## src/rtl/fetch_unit_pkg.sv

```systemverilog
// Shared state encoding, opcodes and PC step for the instruction fetch stage.
package fetch_unit_pkg;

   typedef enum logic [1:0] {
      FETCH = 2'd0,
      HOLD  = 2'd1,
      ERR   = 2'd2
   } fetch_state_t;

   localparam logic [5:0]  OP_J    = 6'b000010;
   localparam logic [5:0]  OP_BEQ  = 6'b000100;
   localparam logic [31:0] PC_STEP = 32'd4;

endpackage

```

## src/rtl/fetch_unit_if.sv

```systemverilog
// Instruction-memory request/ack bus and core-side valid/ready bus of the fetch stage.
interface fetch_unit_if;

   logic        imem_req;
   logic [31:0] imem_addr;
   logic        imem_ack;
   logic [31:0] imem_rdata;
   logic [31:0] instr;
   logic [31:0] instr_pc;
   logic        instr_valid;
   logic        core_ready;
   logic        branch_en;
   logic        alu_zero;
   logic        jump_en;

   modport master (
      output imem_req, imem_addr, instr, instr_pc, instr_valid,
      input  imem_ack, imem_rdata, core_ready, branch_en, alu_zero, jump_en
   );

   modport slave (
      input  imem_req, imem_addr, instr, instr_pc, instr_valid,
      output imem_ack, imem_rdata, core_ready, branch_en, alu_zero, jump_en
   );

endinterface

```

## src/rtl/fetch_unit_next_pc_calc.sv

```systemverilog
// Combinational next-PC selection: sequential, taken branch or jump (jump has priority).
module fetch_unit_next_pc_calc
   import fetch_unit_pkg::*;
#(
   parameter logic [31:0] STEP = PC_STEP
) (
   input  logic [31:0] instr,
   input  logic [31:0] instr_pc,
   input  logic        branch_en,
   input  logic        alu_zero,
   input  logic        jump_en,
   output logic [31:0] next_pc
);

   logic [31:0]        pc4;
   logic signed [31:0] br_off;

   // Word offset of a branch, converted to a signed byte offset.
   function automatic logic signed [31:0] branch_offset(input logic [15:0] imm);
      return {{14{imm[15]}}, imm, 2'b00};
   endfunction

   always_comb begin
      pc4     = instr_pc + STEP;
      br_off  = branch_offset(instr[15:0]);
      next_pc = pc4;
      if (jump_en) begin
         next_pc = {pc4[31:28], instr[25:0], 2'b00};
      end else if (branch_en && alu_zero) begin
         next_pc = pc4 + $unsigned(br_off);
      end
   end

endmodule

```

## src/rtl/fetch_unit.sv

```systemverilog
// Fetch stage: owns the PC, fetches over req/ack, holds the word for the core under
// valid/ready, and latches a sticky error if memory never acknowledges.
module fetch_unit
   import fetch_unit_pkg::*;
#(
   parameter logic [31:0] RESET_ADDR = 32'h0000_0000,
   parameter logic [31:0] PC_STEP    = fetch_unit_pkg::PC_STEP,
   parameter logic [3:0]  TIMEOUT    = 4'd15
) (
   input  logic          clk,
   input  logic          clr_n,
   fetch_unit_if.master  bus,
   output logic          fetch_err
);

   fetch_state_t state, state_nxt;
   logic [3:0]   wait_cnt, wait_nxt;
   logic [31:0]  pc, next_pc;
   logic [31:0]  instr_r, instr_pc_r;
   logic         load_instr, accept;

   fetch_unit_next_pc_calc #(
      .STEP(PC_STEP)
   ) u_next_pc (
      .instr    (instr_r),
      .instr_pc (instr_pc_r),
      .branch_en(bus.branch_en),
      .alu_zero (bus.alu_zero),
      .jump_en  (bus.jump_en),
      .next_pc  (next_pc)
   );

   always_comb begin
      state_nxt  = state;
      wait_nxt   = wait_cnt;
      load_instr = 1'b0;
      accept     = 1'b0;
      case (state)
         FETCH: begin
            // An ack arriving on the final allowed cycle still wins over the timeout.
            if (bus.imem_ack) begin
               state_nxt  = HOLD;
               load_instr = 1'b1;
            end else if (wait_cnt == TIMEOUT) begin
               state_nxt = ERR;
            end else begin
               wait_nxt = wait_cnt + 4'd1;
            end
         end
         HOLD: begin
            if (bus.core_ready) begin
               state_nxt = FETCH;
               accept    = 1'b1;
               wait_nxt  = 4'd0;
            end
         end
         default: state_nxt = ERR;
      endcase
   end

   always_ff @(posedge clk) begin
      if (!clr_n) begin
         state    <= FETCH;
         wait_cnt <= 4'd0;
      end else begin
         state    <= state_nxt;
         wait_cnt <= wait_nxt;
      end
   end

   always_ff @(posedge clk) begin
      if (!clr_n) begin
         pc         <= RESET_ADDR;
         instr_r    <= 32'd0;
         instr_pc_r <= 32'd0;
      end else begin
         if (load_instr) begin
            instr_r    <= bus.imem_rdata;
            instr_pc_r <= pc;
         end
         if (accept) begin
            pc <= next_pc;
         end
      end
   end

   assign bus.imem_req    = (state == FETCH);
   assign bus.imem_addr   = pc;
   assign bus.instr       = instr_r;
   assign bus.instr_pc    = instr_pc_r;
   assign bus.instr_valid = (state == HOLD);
   assign fetch_err       = (state == ERR);

endmodule

```

## src/flat_wrapper.sv

```systemverilog
// flat-port wrapper written by rule: the top's interface ports become plain ports
module fetch_unit_flat import fetch_unit_pkg::*;
#(
   parameter logic [31:0] RESET_ADDR = 32'h0000_0000,
   parameter logic [31:0] PC_STEP    = fetch_unit_pkg::PC_STEP,
   parameter logic [3:0]  TIMEOUT    = 4'd15
)
  (clk, clr_n, fetch_err, bus_imem_req, bus_imem_addr, bus_instr, bus_instr_pc, bus_instr_valid, bus_imem_ack, bus_imem_rdata, bus_core_ready, bus_branch_en, bus_alu_zero, bus_jump_en);
  fetch_unit_if bus_i ();
  input  logic clk;
  input  logic clr_n;
  output logic fetch_err;
  output wire logic [$bits(bus_i.imem_req)-1:0] bus_imem_req;
  output wire logic [$bits(bus_i.imem_addr)-1:0] bus_imem_addr;
  output wire logic [$bits(bus_i.instr)-1:0] bus_instr;
  output wire logic [$bits(bus_i.instr_pc)-1:0] bus_instr_pc;
  output wire logic [$bits(bus_i.instr_valid)-1:0] bus_instr_valid;
  input wire logic [$bits(bus_i.imem_ack)-1:0] bus_imem_ack;
  input wire logic [$bits(bus_i.imem_rdata)-1:0] bus_imem_rdata;
  input wire logic [$bits(bus_i.core_ready)-1:0] bus_core_ready;
  input wire logic [$bits(bus_i.branch_en)-1:0] bus_branch_en;
  input wire logic [$bits(bus_i.alu_zero)-1:0] bus_alu_zero;
  input wire logic [$bits(bus_i.jump_en)-1:0] bus_jump_en;
  assign bus_imem_req = bus_i.imem_req;
  assign bus_imem_addr = bus_i.imem_addr;
  assign bus_instr = bus_i.instr;
  assign bus_instr_pc = bus_i.instr_pc;
  assign bus_instr_valid = bus_i.instr_valid;
  assign bus_i.imem_ack = bus_imem_ack;
  assign bus_i.imem_rdata = bus_imem_rdata;
  assign bus_i.core_ready = bus_core_ready;
  assign bus_i.branch_en = bus_branch_en;
  assign bus_i.alu_zero = bus_alu_zero;
  assign bus_i.jump_en = bus_jump_en;
  fetch_unit #(.RESET_ADDR(RESET_ADDR), .PC_STEP(PC_STEP), .TIMEOUT(TIMEOUT)) u_core (.clk(clk), .clr_n(clr_n), .bus(bus_i), .fetch_err(fetch_err));
endmodule
```

## config.mk

```make
export PLATFORM = sky130hd
export DESIGN_NAME = fetch_unit_flat
export DESIGN_NICKNAME = d
export VERILOG_FILES = /design/src/rtl/fetch_unit_pkg.sv /design/src/rtl/fetch_unit_if.sv /design/src/rtl/fetch_unit_next_pc_calc.sv /design/src/rtl/fetch_unit.sv /design/src/flat_wrapper.sv
export SDC_FILE = /design/constraint.sdc
export NUM_CORES = 1
export LEC_CHECK = 0
export ABC_AREA = 1
export BUFFER_PORTS_ARGS = -buffer_cell sky130_fd_sc_hd__clkbuf_2
export CELL_PAD_IN_SITES_DETAIL_PLACEMENT = 0
export CELL_PAD_IN_SITES_GLOBAL_PLACEMENT = 1
export CORE_MARGIN = 3
export CORE_UTILIZATION = 42
export CTS_BUF_LIST = sky130_fd_sc_hd__clkbuf_16
export CTS_CLUSTER_DIAMETER = 60
export DETAILED_ROUTE_END_ITERATION = 10
export PLACE_DENSITY_LB_ADDON = 0.08
export SYNTH_ARGS = -nofsm -noshare
export SYNTH_HDL_FRONTEND = slang
export SYNTH_SLANG_ARGS = --single-unit
```

## constraint.sdc

```tcl
create_clock -name clk -period 4.1 [get_ports clk]
set_input_delay 0.82 -clock clk [delete_from_list [all_inputs] [get_ports clk]]
set_output_delay 0.82 -clock clk [all_outputs]
set_load 0.01 [all_outputs]
```

# Word level (Yosys, flattened, before mapping)

Cells that the tools add are included.

Flip-flop bits (word level): 102
Logic and storage cells: 34

Add/sub/neg operators: 3
Equal/unequal tests: 7
Muxes and demuxes: 14
Reductions and logical operators: 5

Operators by type and width:

| kind                    | number |
|---|---|
| $mux W32                | 2 |
| $add A32 B3 Y32 const B | 1 |
| $add A32 B32 Y32        | 1 |
| $mux W4                 | 3 |
| $pmux W4 S2             | 1 |
| $mux W2                 | 3 |
| $add A4 B1 Y4 const B   | 1 |
| $eq A4 B4 Y1 const B    | 1 |
| $mux W1                 | 4 |
| $ne A2 B2 Y1 const B    | 2 |
| $pmux W2 S2             | 1 |
| $reduce_and A4 Y1       | 1 |
| $ne A3 B1 Y1 const B    | 1 |
| $eq A2 B1 Y1 const B    | 1 |
| $eq A2 B2 Y1 const B    | 1 |
| $logic_not A2 Y1        | 1 |
| $ne A2 B1 Y1 const B    | 1 |
| $reduce_and A2 Y1       | 1 |
| $reduce_bool A2 Y1      | 1 |
| $logic_and A1 B1 Y1     | 1 |

# Depth between registers and ports, before layout

Depth in word-level cells: 4
Gate-level depth with buffers: 25
Depth with buffers taken out: 25

# Modules after synthesis

From an unflattened synthesis, not the netlist that was laid out.

Cell total of the unflattened synthesis: 1,176
Area, all modules: 7,290.7 µm²

Modules (own cells, without submodules):

| module                  | times used | cells each | area each (µm²) |
|---|---|---|---|
| fetch_unit_next_pc_calc | 1          | 725        | 3,652.3 |
| fetch_unit              | 1          | 451        | 3,638.5 |

# Least setup slack after synthesis

Ideal clock, no wire load.

Kind: flip-flop to flip-flop
Start point: register u_core.instr_pc_r[2] (netlist: u_core.bus.instr_pc[2])
End point: register u_core.pc[31] (netlist: u_core.bus.imem_addr[31])
Data arrival time: 2.508 ns
Setup slack: 1.479 ns
Stages on the path, launching flop included: 23
Path buffers: 0
Cell sequence: dfxtp_1 -> ha_1 -> inv_1 -> nor2_2 -> nand2_2 -> nor2_4 -> nand2_2 -> nor2_2 -> xnor2_1 -> inv_1 -> ha_1 -> nand2_1 -> inv_1 -> a21oi_1 -> nand2_1 -> nand2_1 -> nand2_1 -> a21oi_1 -> nand2_1 -> nand3_1 -> nand2_1 -> nand2_1 -> nand2_1

Word-level cells in the longest chain between the ends: 4

Ends and longest elaborated chain:

| what                     | line                          | RTL |
|---|---|---|
| start: declaration       | fetch_unit.sv:19              | `logic [31:0] instr_r, instr_pc_r;` |
| start signal: assignment | fetch_unit.sv:79              | `instr_pc_r <= pc;` |
| $add A32 B3 Y32 (*)      | fetch_unit_next_pc_calc.sv:24 | `pc4 = instr_pc + STEP;` |
| $add A32 B32 Y32         | fetch_unit_next_pc_calc.sv:30 | `next_pc = pc4 + $unsigned(br_off);` |
| $mux W32                 | fetch_unit_next_pc_calc.sv:29 | `end else if (branch_en && alu_zero) begin` |
| $mux W32 (*)             | fetch_unit_next_pc_calc.sv:27 | `if (jump_en) begin` |
| end signal: assignment   | fetch_unit.sv:82              | `pc <= next_pc;` |
| end: declaration         | fetch_unit.sv:18              | `logic [31:0] pc, next_pc;` |

Mark *: on every way between the ends. The rest lies on a longest branch, timed or not.
A chain may end at the register's enable or synchronous reset.

# Worst setup path in the final report

Start point: register u_core.instr_pc_r[2] (netlist: u_core.bus.instr_pc[2])
End point: register u_core.pc[22] (netlist: u_core.bus.imem_addr[22])

Word-level cells in the longest chain between the ends: 4

Ends and longest elaborated chain:

| what                | line |
|---|---|
| $add A32 B3 Y32 (*) | fetch_unit_next_pc_calc.sv:24 |
| $add A32 B32 Y32    | fetch_unit_next_pc_calc.sv:30 |
| $mux W32 (*)        | fetch_unit_next_pc_calc.sv:29 |
| $mux W32 (*)        | fetch_unit_next_pc_calc.sv:27 |

Marks and branches as above.

==> impl_metrics.toml <==
[cells_and_area]
insertedDiodeCount = 0
mostFrequentLayoutCells = "nand2_1, nor2_1, clkbuf_2"
layout.nets = 1374
drive_gt1_share_pct = 15.1
n_fill_cell = 1825
postLayoutCoreUtil_pct = 50.0
syn2layout_area_growth_pct = 16.4
final_area_um2 = 8300
layout_commonest_cell = "nand2_1"

[clock_tree]
path_clk_slew_ns = 0.08
numClockSinks = 102
post_cts_buffers = 0
cts_made_buffers = 9
insertion_delay_ns = 0.37
cts_buffer_depth = 2
cts_tree = "built"
root_buffer = "clkbuf_16"
ctsResizeCount = 0
h-tree-depth = 3
cts-hold-fix-buffers = 0

[sta]
rsz0062_at_grt = "false"
tns_ns = 0
finalHoldViolCount = 0
max_freq_mhz = 302
tightest_slew_ns = 1.04
timing.slew.headroom_pct = 30.3
fin_ws_ns = 0.787
clock_skew_ns = 0.0114
setup-violations-final = 0
period_minus_slack_ns = 3.31
drv_slew = 0
finalCritPeriodShare_pct = 80.8

[global_route]
antenna_found_initial = 0
grt_pass1_vias = 7175
grt_overflow = 0
grt_usage_pct = 27.0
grt_max_degree = 89
grt_pass1_wl_um = 39200

[hold_path]
hold_depth = 2
min_from = "u_core.bus.imem_addr[14]"
min_to = "u_core.bus.imem_addr[14]"
min_path_type = "reg2reg"

[route]
dr.first_iter.drc_count = 494
routed-via-count = 7722
ant_nets = 0
wl_per_cell_um = 16.4
drt-pass1-iter-count = 6
post-route-drc-count = 0
viasPerCell = 5.08
wl_um = 24900

[setup_path]
cp-start-kind = "flip-flop"
r2r_setup_slack_ns = 0.79
cp-end-kind = "flip-flop"
rr_endpoint = "u_core.bus.imem_addr[22]"
crit_fanout = 6
ff2ff_path_depth = 20
worstPathArrival_ns = 3.58
critical_path_required_ns = 4.37
r2r-start = "u_core.bus.instr_pc[2]"
path_class = "reg2reg"

[yosys]
synth_area_per_cell_um2 = 6.06
muxShareOfSynthArea_pct = 0
synth_area_leaders = "dfxtp_1, nand2_1, nor2_1, o21ai_0, ha_1"
yosys_register_bits = 102
synthAdderAreaFrac_pct = 6.95
synth_area_leader_cell = "dfxtp_1"
syn_inst = 1177
synth_top_area_share_pct = 28.6
synth_compound_area_share_pct = 13.7
synthSimpleGateAreaFrac_pct = 39.2
yosysSeqAreaShare_pct = 28.6
ys_warn_count = 0
synth_xor_area_share_pct = 3.05
syn_nets = 1255
synth.distinct_cells = 35
syn_area_um2 = 7130
synth_top_family_by_area = "simple AND/OR/NAND/NOR gates"

[placed_design]
placed_area_um2 = 8010
hpwlAfterDp_um = 19100
post-place-ws_ns = 0.837
place.gp.congestion = 0.916
io_buffer_count = 137

[floorplanning]
io_pins = 138
coreArea_um2 = 16600
dieArea_um2 = 18600
initial_core_util_pct = 43.0
die_w_um = 136
die_h_um = 136
rows = 47

[pwr]
peakVddDrop_mv = 0.212
power_density_nw_per_um2 = 316
leakage_nw = 4.23

[run_status]
status = "complete, no violations"

[job]
cap_violations = 0
==> worst max-delay path, stage by stage (launching register included) <==
cell	delay, ns
dfxtp_1	0.45
ha_1	0.23
inv_1	0.06
nor2_2	0.16
nand2_2	0.14
nor2_4	0.13
nand2_1	0.07
xor2_1	0.19
inv_1	0.08
ha_1	0.35
nand2_1	0.12
nor2_1	0.21
inv_1	0.12
nor2_1	0.18
nand3b_1	0.18
nand3_1	0.12
nand2_1	0.05
nand3_1	0.15
nand3_1	0.11
nand2_1	0.08
nand2_1	0.04
==> final cells by class <==
cell class	count	area [um^2]	share of cell area, %
Inverter	121	454	5.48
Clock buffer	9	225	2.71
Multi-Input combinational cell	916	4480	54.0
Timing Repair Buffer	146	753	9.08
Tap cell	220	275	3.32
Clock inverter	7	65.1	0.784
Sequential cell	102	2040	24.6
==> synthesized netlist by cell type (all sizes together) <==
| master | n |
|---|---|
| a211oi | 1 |
| a21o | 2 |
| a21oi | 65 |
| and2 | 3 |
| buf | 12 |
| clkbuf | 26 |
| dfxtp | 102 |
| fa | 1 |
| ha | 38 |
| inv | 121 |
| nand2 | 338 |
| nand3 | 70 |
| nand3b | 6 |
| nand4 | 14 |
| nor2 | 214 |
| nor3 | 13 |
| o2111ai | 1 |
| o211ai | 2 |
| o21ai | 110 |
| o21bai | 4 |
| o221ai | 2 |
| or2 | 8 |
| xnor2 | 9 |
| xor2 | 15 |
==> power by group <==
group          total [W]  internal [W]  switching, W  leakage, nW
clock           0.000867      0.000426      0.000441        0.139
combinational   0.000620      0.000218      0.000402         3.26
sequential       0.00114       0.00106     0.0000816        0.838
total            0.00262       0.00170      0.000924         4.23
==> state kept, by name, summed over array words and instances (netlist names) <==
name	cells
u_core.bus.imem_addr	32
u_core.bus.instr	32
u_core.bus.instr_pc	32
u_core.wait_cnt	4
u_core.state	2
==> cells by family (layout without fill, tap and decap cells) <==
logic type	count (synthesis)	after routing
simple gates	666	666
compound gates	187	187
buf+inv	159	283
flops	102	102
fa+ha+maj	39	39
xor+xnor	24	24
==> routing by layer <==
metal | wire length (um) | GRT usage [%] | up-vias
met4 | 446 | 7.17 | 0
met5 | 0 | 0 | -
met3 | 1370 | 4.07 | 26
li1 | - | - | 4008
met1 | 11600 | 37.3 | 3460
met2 | 11500 | 43.9 | 228
==> per-stage QoR <==
stage	instances	hold slack (ns)	total power [W]
3_3_place_gp	1505	0.459	0.00178
4_1_cts	1521	0.475	0.00264
5_1_grt	1521	0.485	0.00277
3_5_place_dp	1505	0.461	0.00178
6_report	1521	0.472	0.00262
2_1_floorplan	1177	0.462	0.00154
==> how the worst max path moves through the flow <==
stage                      startpoint                       end  slack, ns  cells after the start
2_1_floorplan  u_core.bus.instr_pc[2]  u_core.bus.imem_addr[31]       1.48                     22
3_3_place_gp   u_core.bus.instr_pc[2]  u_core.bus.imem_addr[22]       0.76                     20
3_5_place_dp   u_core.bus.instr_pc[2]  u_core.bus.imem_addr[22]       0.84                     20
4_1_cts        u_core.bus.instr_pc[2]  u_core.bus.imem_addr[22]       0.82                     20
5_1_grt        u_core.bus.instr_pc[2]  u_core.bus.imem_addr[21]       0.46                     20
6_report       u_core.bus.instr_pc[2]  u_core.bus.imem_addr[22]       0.79                     20
Note: power is estimated with default switching activity, not from simulation.
